==> src/rtl/vga_window_display.sv <==
// VGA display stage: sync/timing generator, window-relative frame-buffer read addressing,
// read-latency compensation and 1x/2x replication. Optional macro: VGA_WIN_BORDER_EN.
module vga_window_display #(
  parameter int H_ACTIVE = 640,
  parameter int H_FP     = 16,
  parameter int H_SYNC   = 96,
  parameter int H_BP     = 48,
  parameter int V_ACTIVE = 480,
  parameter int V_FP     = 10,
  parameter int V_SYNC   = 2,
  parameter int V_BP     = 33,
  parameter int WIN_X0   = 20,
  parameter int WIN_Y0   = 40,
  parameter int WIN_W    = 600,
  parameter int WIN_H    = 400,
  parameter int COLOR_W  = 4,
  parameter int GRAY     = 1,
  parameter int SCALE    = 1,
  parameter int RD_LAT   = 1
`ifdef VGA_WIN_BORDER_EN
  , parameter logic [3*COLOR_W-1:0] BORDER_RGB = '1
`endif
) (
  input  logic                   pixel_clk,
  input  logic                   rst,
  input  logic [3*COLOR_W-1:0]   pix_in,
  output logic                   rd_en,
  output logic [9:0]             rd_x,
  output logic [8:0]             rd_y,
  output logic                   frame_start,
  output logic [COLOR_W-1:0]     VGA_R,
  output logic [COLOR_W-1:0]     VGA_G,
  output logic [COLOR_W-1:0]     VGA_B,
  output logic                   VGA_HS,
  output logic                   VGA_VS
);

  localparam int H_TOTAL = H_ACTIVE + H_FP + H_SYNC + H_BP;
  localparam int V_TOTAL = V_ACTIVE + V_FP + V_SYNC + V_BP;
  localparam int HCW     = $clog2(H_TOTAL + 1);
  localparam int VCW     = $clog2(V_TOTAL + 1);
  localparam int SH      = (SCALE == 2) ? 1 : 0;

  localparam logic [HCW-1:0] H_LAST = HCW'(H_TOTAL - 1);
  localparam logic [VCW-1:0] V_LAST = VCW'(V_TOTAL - 1);
  localparam logic [HCW-1:0] HA_END = HCW'(H_ACTIVE);
  localparam logic [VCW-1:0] VA_END = VCW'(V_ACTIVE);
  localparam logic [HCW-1:0] HS_BEG = HCW'(H_ACTIVE + H_FP);
  localparam logic [HCW-1:0] HS_END = HCW'(H_ACTIVE + H_FP + H_SYNC);
  localparam logic [VCW-1:0] VS_BEG = VCW'(V_ACTIVE + V_FP);
  localparam logic [VCW-1:0] VS_END = VCW'(V_ACTIVE + V_FP + V_SYNC);
  localparam logic [HCW-1:0] WX_BEG = HCW'(WIN_X0);
  localparam logic [HCW-1:0] WX_END = HCW'(WIN_X0 + WIN_W);
  localparam logic [VCW-1:0] WY_BEG = VCW'(WIN_Y0);
  localparam logic [VCW-1:0] WY_END = VCW'(WIN_Y0 + WIN_H);

`ifdef VGA_WIN_BORDER_EN
  localparam logic [HCW-1:0]       RX_BEG   = HCW'(WIN_X0 - 1);
  localparam logic [HCW-1:0]       RX_END   = HCW'(WIN_X0 + WIN_W);
  localparam logic [VCW-1:0]       RY_BEG   = VCW'(WIN_Y0 - 1);
  localparam logic [VCW-1:0]       RY_END   = VCW'(WIN_Y0 + WIN_H);
  localparam logic [3*COLOR_W-1:0] RING_RGB = BORDER_RGB;
`else
  localparam logic [3*COLOR_W-1:0] RING_RGB = '0;
`endif

  generate
    if (WIN_X0 + WIN_W > H_ACTIVE) begin : g_err_win_x
      $error("window exceeds horizontal active area");
    end
    if (WIN_Y0 + WIN_H > V_ACTIVE) begin : g_err_win_y
      $error("window exceeds vertical active area");
    end
    if (SCALE != 1 && SCALE != 2) begin : g_err_scale
      $error("SCALE must be 1 or 2");
    end
    if (RD_LAT < 0 || RD_LAT > 4) begin : g_err_lat
      $error("RD_LAT must be 0..4");
    end
    if (WIN_W / SCALE > 1024 || WIN_H / SCALE > 512) begin : g_err_addr
      $error("window too large for rd_x/rd_y");
    end
`ifdef VGA_WIN_BORDER_EN
    if (WIN_X0 < 1 || WIN_Y0 < 1) begin : g_err_ring
      $error("border ring needs WIN_X0>=1 and WIN_Y0>=1");
    end
`endif
  endgenerate

  typedef struct packed {
    logic hs;
    logic vs;
    logic win;
    logic act;
    logic ring;
  } pipe_t;

  localparam pipe_t PIPE_RST = '{hs: 1'b1, vs: 1'b1, default: 1'b0};

  logic [HCW-1:0]         hcnt_q, hcnt_d;
  logic [VCW-1:0]         vcnt_q, vcnt_d;
  logic                   rd_en_q, rd_en_d;
  logic [9:0]             rd_x_q, rd_x_d;
  logic [8:0]             rd_y_q, rd_y_d;
  logic                   frame_start_q, frame_start_d;
  pipe_t [RD_LAT:0]       pipe_q, pipe_d;
  logic [3*COLOR_W-1:0]   rgb_q, rgb_d;
  logic                   hs_q, hs_d;
  logic                   vs_q, vs_d;

  logic                   in_win, active, ring;
  logic [HCW-1:0]         x_off;
  logic [VCW-1:0]         y_off;
  logic [3*COLOR_W-1:0]   pix_rgb;
  pipe_t                  tail;

  generate
    if (GRAY != 0) begin : g_gray
      logic unused_pix_hi;
      always_comb begin
        pix_rgb       = {3{pix_in[COLOR_W-1:0]}};
        unused_pix_hi = ^pix_in[3*COLOR_W-1:COLOR_W];
      end
    end else begin : g_rgb
      always_comb pix_rgb = pix_in;
    end
  endgenerate

  always_comb begin : timing_and_stage_a
    hcnt_d = (hcnt_q == H_LAST) ? '0 : hcnt_q + 1'b1;
    vcnt_d = vcnt_q;
    if (hcnt_q == H_LAST) vcnt_d = (vcnt_q == V_LAST) ? '0 : vcnt_q + 1'b1;

    in_win = (hcnt_q >= WX_BEG) && (hcnt_q < WX_END) &&
             (vcnt_q >= WY_BEG) && (vcnt_q < WY_END);
    active = (hcnt_q < HA_END) && (vcnt_q < VA_END);
`ifdef VGA_WIN_BORDER_EN
    ring   = active && !in_win &&
             (hcnt_q >= RX_BEG) && (hcnt_q <= RX_END) &&
             (vcnt_q >= RY_BEG) && (vcnt_q <= RY_END);
`else
    ring   = 1'b0;
`endif

    // Replication is a plain right shift of the window offset.
    x_off         = hcnt_q - WX_BEG;
    y_off         = vcnt_q - WY_BEG;
    rd_en_d       = in_win;
    rd_x_d        = in_win ? 10'(x_off >> SH) : '0;
    rd_y_d        = in_win ? 9'(y_off >> SH) : '0;
    frame_start_d = (hcnt_q == '0) && (vcnt_q == '0);

    pipe_d[0] = '{hs:   !((hcnt_q >= HS_BEG) && (hcnt_q < HS_END)),
                  vs:   !((vcnt_q >= VS_BEG) && (vcnt_q < VS_END)),
                  win:  in_win,
                  act:  active,
                  ring: ring};
    for (int unsigned k = 1; k <= RD_LAT; k++) pipe_d[k] = pipe_q[k-1];
  end

  // Sync/window flags leave the delay line in step with the memory data.
  always_comb begin : stage_c
    tail  = pipe_q[RD_LAT];
    hs_d  = tail.hs;
    vs_d  = tail.vs;
    rgb_d = '0;
    if (tail.act) begin
      if (tail.win)       rgb_d = pix_rgb;
      else if (tail.ring) rgb_d = RING_RGB;
    end
  end

  always_ff @(posedge pixel_clk) begin
    if (rst) begin
      hcnt_q        <= '0;
      vcnt_q        <= '0;
      rd_en_q       <= 1'b0;
      rd_x_q        <= '0;
      rd_y_q        <= '0;
      frame_start_q <= 1'b0;
      pipe_q        <= {(RD_LAT+1){PIPE_RST}};
      rgb_q         <= '0;
      hs_q          <= 1'b1;
      vs_q          <= 1'b1;
    end else begin
      hcnt_q        <= hcnt_d;
      vcnt_q        <= vcnt_d;
      rd_en_q       <= rd_en_d;
      rd_x_q        <= rd_x_d;
      rd_y_q        <= rd_y_d;
      frame_start_q <= frame_start_d;
      pipe_q        <= pipe_d;
      rgb_q         <= rgb_d;
      hs_q          <= hs_d;
      vs_q          <= vs_d;
    end
  end

  assign rd_en       = rd_en_q;
  assign rd_x        = rd_x_q;
  assign rd_y        = rd_y_q;
  assign frame_start = frame_start_q;
  assign VGA_R       = rgb_q[3*COLOR_W-1:2*COLOR_W];
  assign VGA_G       = rgb_q[2*COLOR_W-1:COLOR_W];
  assign VGA_B       = rgb_q[COLOR_W-1:0];
  assign VGA_HS      = hs_q;
  assign VGA_VS      = vs_q;

endmodule
==> config.mk <==
export PLATFORM = sky130hd
export DESIGN_NAME = vga_window_display
export DESIGN_NICKNAME = d
export VERILOG_FILES = /design/src/rtl/vga_window_display.sv
export SDC_FILE = /design/constraint.sdc
export NUM_CORES = 1
export LEC_CHECK = 0
export CAP_MARGIN = 20
export CELL_PAD_IN_SITES_DETAIL_PLACEMENT = 0
export CELL_PAD_IN_SITES_GLOBAL_PLACEMENT = 1
export CORE_AREA = 2 2 119 87
export CTS_BUF_LIST = sky130_fd_sc_hd__clkbuf_8
export CTS_CLUSTER_DIAMETER = 30
export DETAILED_ROUTE_END_ITERATION = 12
export DIE_AREA = 0 0 121 89
export PLACE_DENSITY_LB_ADDON = 0.1
export SKIP_LAST_GASP = 1
export SLEW_MARGIN = 20
export SYNTH_ARGS = -nofsm -noshare
export SYNTH_HDL_FRONTEND = slang
export SYNTH_SLANG_ARGS = --single-unit
==> constraint.sdc <==
create_clock -name pixel_clk -period 2.52 [get_ports pixel_clk]
set_input_delay 0.756 -clock pixel_clk [delete_from_list [all_inputs] [get_ports pixel_clk]]
set_output_delay 0.756 -clock pixel_clk [all_outputs]
set_load 0.01 [all_outputs]
==> parameters.txt <==
Parameter                              Value

Timing
  Final worst-path cycle share ... 83.0%
  Unrepaired setup endpoints after global routing ... false
  Pins over their slew limit ... 0
  Final Hold Fails ... 0
  Worst hold slack ... 0.416 ns
  Worst-margin pin slew ... 0.507 ns
  Fin Clk Skew ... about 0.01 ns
  Final setup fails ... 0
  Shortest clock period the worst path allows after layout ... ~2.1 ns
  Relative max-transition margin ... 65.8%
  Final total negative setup slack ... 0 ns
  Max Clk Rate ... approximately 480 MHz

Power
  Power per Cell Area ... 487 nW/um^2
  Internal Power ... ~1.1 mW
  P_sw ... roughly 0.32 mW
  Switching share of power ... between 20% and 30%
  Portion of total power attributed to the clock network ... between 30% and 40%
  Leakage power total ... a little over 1 nW
  Sequential group share of total power ... 60.8%
  Combinational power share ... between 3 and 4%
  Worst ir drop on vdd ... ~0.19 mV

Cells and area
  Layout Area Growth over Synthesis ... 24.4%
  Count of non-filler cells in the finished layout ... between 400 and 500
  Final nets ... roughly 310
  Final instance area ... 2930 um^2
  Count of antenna diodes in the layout ... 0
  Share of cells above drive strength 1 ... roughly 9.7%

Worst setup path
  Startpoint-to-endpoint class of the critical path ... input port to flip-flop
  Kind of launch point of the worst setup path ... input port
  Worst EP required ... ~2.7 ns
  Worst setup startpoint ... rst
  Worst setup endpoint ... rd_x[3]$_SDFF_PP0_
  Worst Reg2Reg Path Length in Cells ... 6
  Reg-to-reg critical path endpoint ... rd_x[3]$_SDFF_PP0_
  Critical path endpoint category ... flip-flop
  Largest fanout of any net on the critical path ... 10
  Register-to-register setup slack ... 0.48 ns
  Start of the worst register-to-register path ... hcnt_q[2]$_SDFF_PP0_
  Critical Path AT ... approximately 2.3 ns

Logic synthesis
  Mean Syn Cell Area ... a little over 9 um^2
  Number of instances in the synthesized netlist ... between 200 and 300
  Fraction of the mapped netlist area in adder cells ... 5.32%
  Simple-gate area share of the yosys netlist ... about a quarter
  Top flip-flop cell by instance count after synthesis ... sky130_fd_sc_hd__dfxtp_1
  Net count after synthesis ... ~280
  Post-synthesis async set-or-reset flop share ... 0%
  Part of the Yosys area used for sequential elements ... 46.0%
  Distinct cells, synth ... 38
  Largest family of logic cells by synthesized area ... simple AND/OR/NAND/NOR gates
  Multiplexer share of the synthesized area ... 0%
  Yosys reg bits ... between 50 and 60
  Synth Cell Area ... approximately 2400 um^2
  Post-synthesis share of cell area spent on xor and xnor gates ... 9.31%
  Synthesized-area fraction occupied by ao, oa, aoi and oai cells ... ~4.3%
  Synth warnings ... 0
  Number of enable-type register cells in the synthesized netlist ... 0

GRT
  Number of global-route vias before repair ... between 1500 and 2000
  Initial antenna violation count ... 0
  Global Route Usage Sum ... between 10% and 20%
  Total congestion overflow after global routing ... 0
  First-pass GRT wire length ... 9050 um
  Pin count of the biggest net entering global routing ... 19

Drt
  Starting DRC count in detailed routing ... between 100 and 150
  Routed Wire Length ... 5610 um
  Highest metal layer with signal wires ... met4
  Met1 Wirelength ... ~3200 um
  Post-route ant nets ... 0
  Drt drc ... 0
  Drt via density ... approximately 4.2
  Detail Route met2 WL ... roughly 2200 um
  Routed wl met3 ... ~220 um
  Mean routed wirelength per cell ... between 10 and 15 um
  Pre-Repair DR Iteration Count ... 4
  Vias ... 1736

Placed design
  Weighted congestion at the end of routability-driven global placement ... approximately 0.79
  Cell Count Post-Placement ... ~410
  Post-detailed-placement half-perimeter wirelength ... a little over 4000 um
  Placement-stage cell area ... 2830 um^2
  Number of port buffers ... 40

Hold path
  Worst Hold Launch ... pipe_d[9]$_SDFF_PP1_
  Hold Path Class ... flip-flop to flip-flop

Clock tree
  Number of buffers created by CTS ... 5
  CTS root buffer ... sky130_fd_sc_hd__clkbuf_8
  Buffer count from post-CTS setup fixing ... 0
  Sinks on the clock net ... between 50 and 60
  Clock-pin slew on the worst setup and hold paths ... approximately 0.090 ns
  CTS tree ... built
  CTS Buffer Depth ... 2
  Worst-Skew Late Latency ... approximately 0.31 ns
  Total of cells resized after clock tree synthesis ... 0
  Hold-fix buffers at CTS ... 0
  # H-tree levels ... 2

Floorplan
  Overall die height ... 89 um
  Row cnt ... 30
  Die X ... 121 um
  Total Die Area ... 10800 um^2
  Floorplan core area ... approximately 9500 um^2
  Boundary Pins ... 49
  Initial cell density of the core ... between 20% and 30%

Run
  Max-capacitance violation count ... 0

Run status
  Status ... completed
[layer usage]
layer  GRT usage, %  up-vias
li1               -      905
met1           17.0      802
met2           14.5       25
met3           3.44        4
met4           3.17        0
met5              0        -
[cell usage after synthesis (3+ instances only)]
cell / n / area (um^2)
sky130_fd_sc_hd__nand4_1: 6 / 37.5
sky130_fd_sc_hd__or3_1: 4 / 25.0
sky130_fd_sc_hd__nor2b_1: 4 / 25.0
sky130_fd_sc_hd__dfxtp_1: 54 / 1080
sky130_fd_sc_hd__ha_1: 10 / 125
sky130_fd_sc_hd__a21oi_1: 4 / 20.0
sky130_fd_sc_hd__buf_6: 3 / 33.8
sky130_fd_sc_hd__nor2_1: 21 / 78.8
sky130_fd_sc_hd__xor2_1: 6 / 52.6
sky130_fd_sc_hd__nand2_1: 14 / 52.6
sky130_fd_sc_hd__clkbuf_1: 8 / 30.0
sky130_fd_sc_hd__xnor2_1: 19 / 166
sky130_fd_sc_hd__nor3_1: 32 / 160
sky130_fd_sc_hd__buf_2: 8 / 40.0
sky130_fd_sc_hd__or2_2: 4 / 25.0
sky130_fd_sc_hd__nor4_1: 7 / 43.8
sky130_fd_sc_hd__nand3_1: 8 / 40.0
sky130_fd_sc_hd__o21ai_0: 3 / 15.0
sky130_fd_sc_hd__buf_4: 8 / 60.1
sky130_fd_sc_hd__and2_1: 5 / 31.3
sky130_fd_sc_hd__inv_1: 12 / 45.0
[area by class of cell]
class | instances | area [um^2]
Sequential cell | 54 | 1080
Tap cell | 128 | 160
Inverter | 12 | 45.0
Timing Repair Buffer | 50 | 475
Multi-Input combinational cell | 164 | 1070
Clock inverter | 2 | 12.5
Clock buffer | 6 | 82.6
Fill cell | 1009 | 6570
[how the worst min path moves through the flow]
stage	slack (ns)	cells past startpoint	to
3_3_place_gp	0.39	1	hs_d$_SDFF_PP1_
3_5_place_dp	0.40	1	VGA_VS$_SDFF_PP1_
2_1_floorplan	0.39	1	VGA_HS$_SDFF_PP1_
4_1_cts	0.42	1	VGA_VS$_SDFF_PP1_
6_report	0.42	1	hs_d$_SDFF_PP1_
5_1_grt	0.43	1	hs_d$_SDFF_PP1_
[cells by family after synthesis]
family | after synthesis
adders and majority gates | 10
AOI/OAI and AO/OA | 13
xor gates and xnor gates | 25
DFF | 54
and+or+nand+nor | 116
buffers and inverters | 39
[cell usage in the layout, fill, tap and decap left out, types with 3 or more instances in the layout]
cell | netlist | final
sky130_fd_sc_hd__clkdlybuf4s50_1 | 0 | 40
sky130_fd_sc_hd__clkbuf_8 | 0 | 6
sky130_fd_sc_hd__nor2b_1 | 4 | 4
sky130_fd_sc_hd__xor2_1 | 6 | 6
sky130_fd_sc_hd__or2_2 | 4 | 4
sky130_fd_sc_hd__nand4_1 | 6 | 6
sky130_fd_sc_hd__nor4_1 | 7 | 7
sky130_fd_sc_hd__nand2_1 | 14 | 14
sky130_fd_sc_hd__xnor2_1 | 19 | 19
sky130_fd_sc_hd__or3_1 | 4 | 4
sky130_fd_sc_hd__nor3_1 | 32 | 32
sky130_fd_sc_hd__dfxtp_1 | 54 | 54
sky130_fd_sc_hd__o21ai_0 | 3 | 3
sky130_fd_sc_hd__buf_4 | 8 | 10
sky130_fd_sc_hd__inv_1 | 12 | 12
sky130_fd_sc_hd__ha_1 | 10 | 10
sky130_fd_sc_hd__nand3_1 | 8 | 8
sky130_fd_sc_hd__and2_1 | 5 | 5
sky130_fd_sc_hd__a21oi_1 | 4 | 4
sky130_fd_sc_hd__nor2_1 | 21 | 21
[registers in the layout, indices dropped and copies added (netlist names)]
register,count
rgb_q,4
rd_y,9
pipe_d,4
hcnt_q,10
pipe_q,2
VGA_VS,1
frame_start,1
vcnt_q,10
hs_d,1
vs_d,1
VGA_HS,1
rd_x,10
[power by group through the flow]
stage	clock (mW)	combinational, mW	sequential, mW
floorplan	0	0.0231	0.885
global placement	0	0.0472	0.886
detailed placement	0	0.0473	0.886
CTS	0.537	0.0478	0.867
global route	0.572	0.0531	0.868
finish	0.511	0.0467	0.866
[per-stage QoR]
stage	setup WS (ns)	util [%]	power, mW
after CTS	0.441	30.8	1.45
after global routing	0.294	30.8	1.49
after detailed placement	0.120	29.8	0.934
after global placement	0.0452	29.8	0.933
final	0.428	30.8	1.42
after floorplan	0.850	-	0.909
[worst max-delay path, cell delays in order]
cell,delay [ns]
sky130_fd_sc_hd__clkdlybuf4s50_1,0.48
sky130_fd_sc_hd__a211oi_1,0.42
sky130_fd_sc_hd__o311ai_2,0.22
sky130_fd_sc_hd__buf_4,0.23
sky130_fd_sc_hd__nor3_1,0.19
Note: power is estimated with default switching activity, not from simulation.
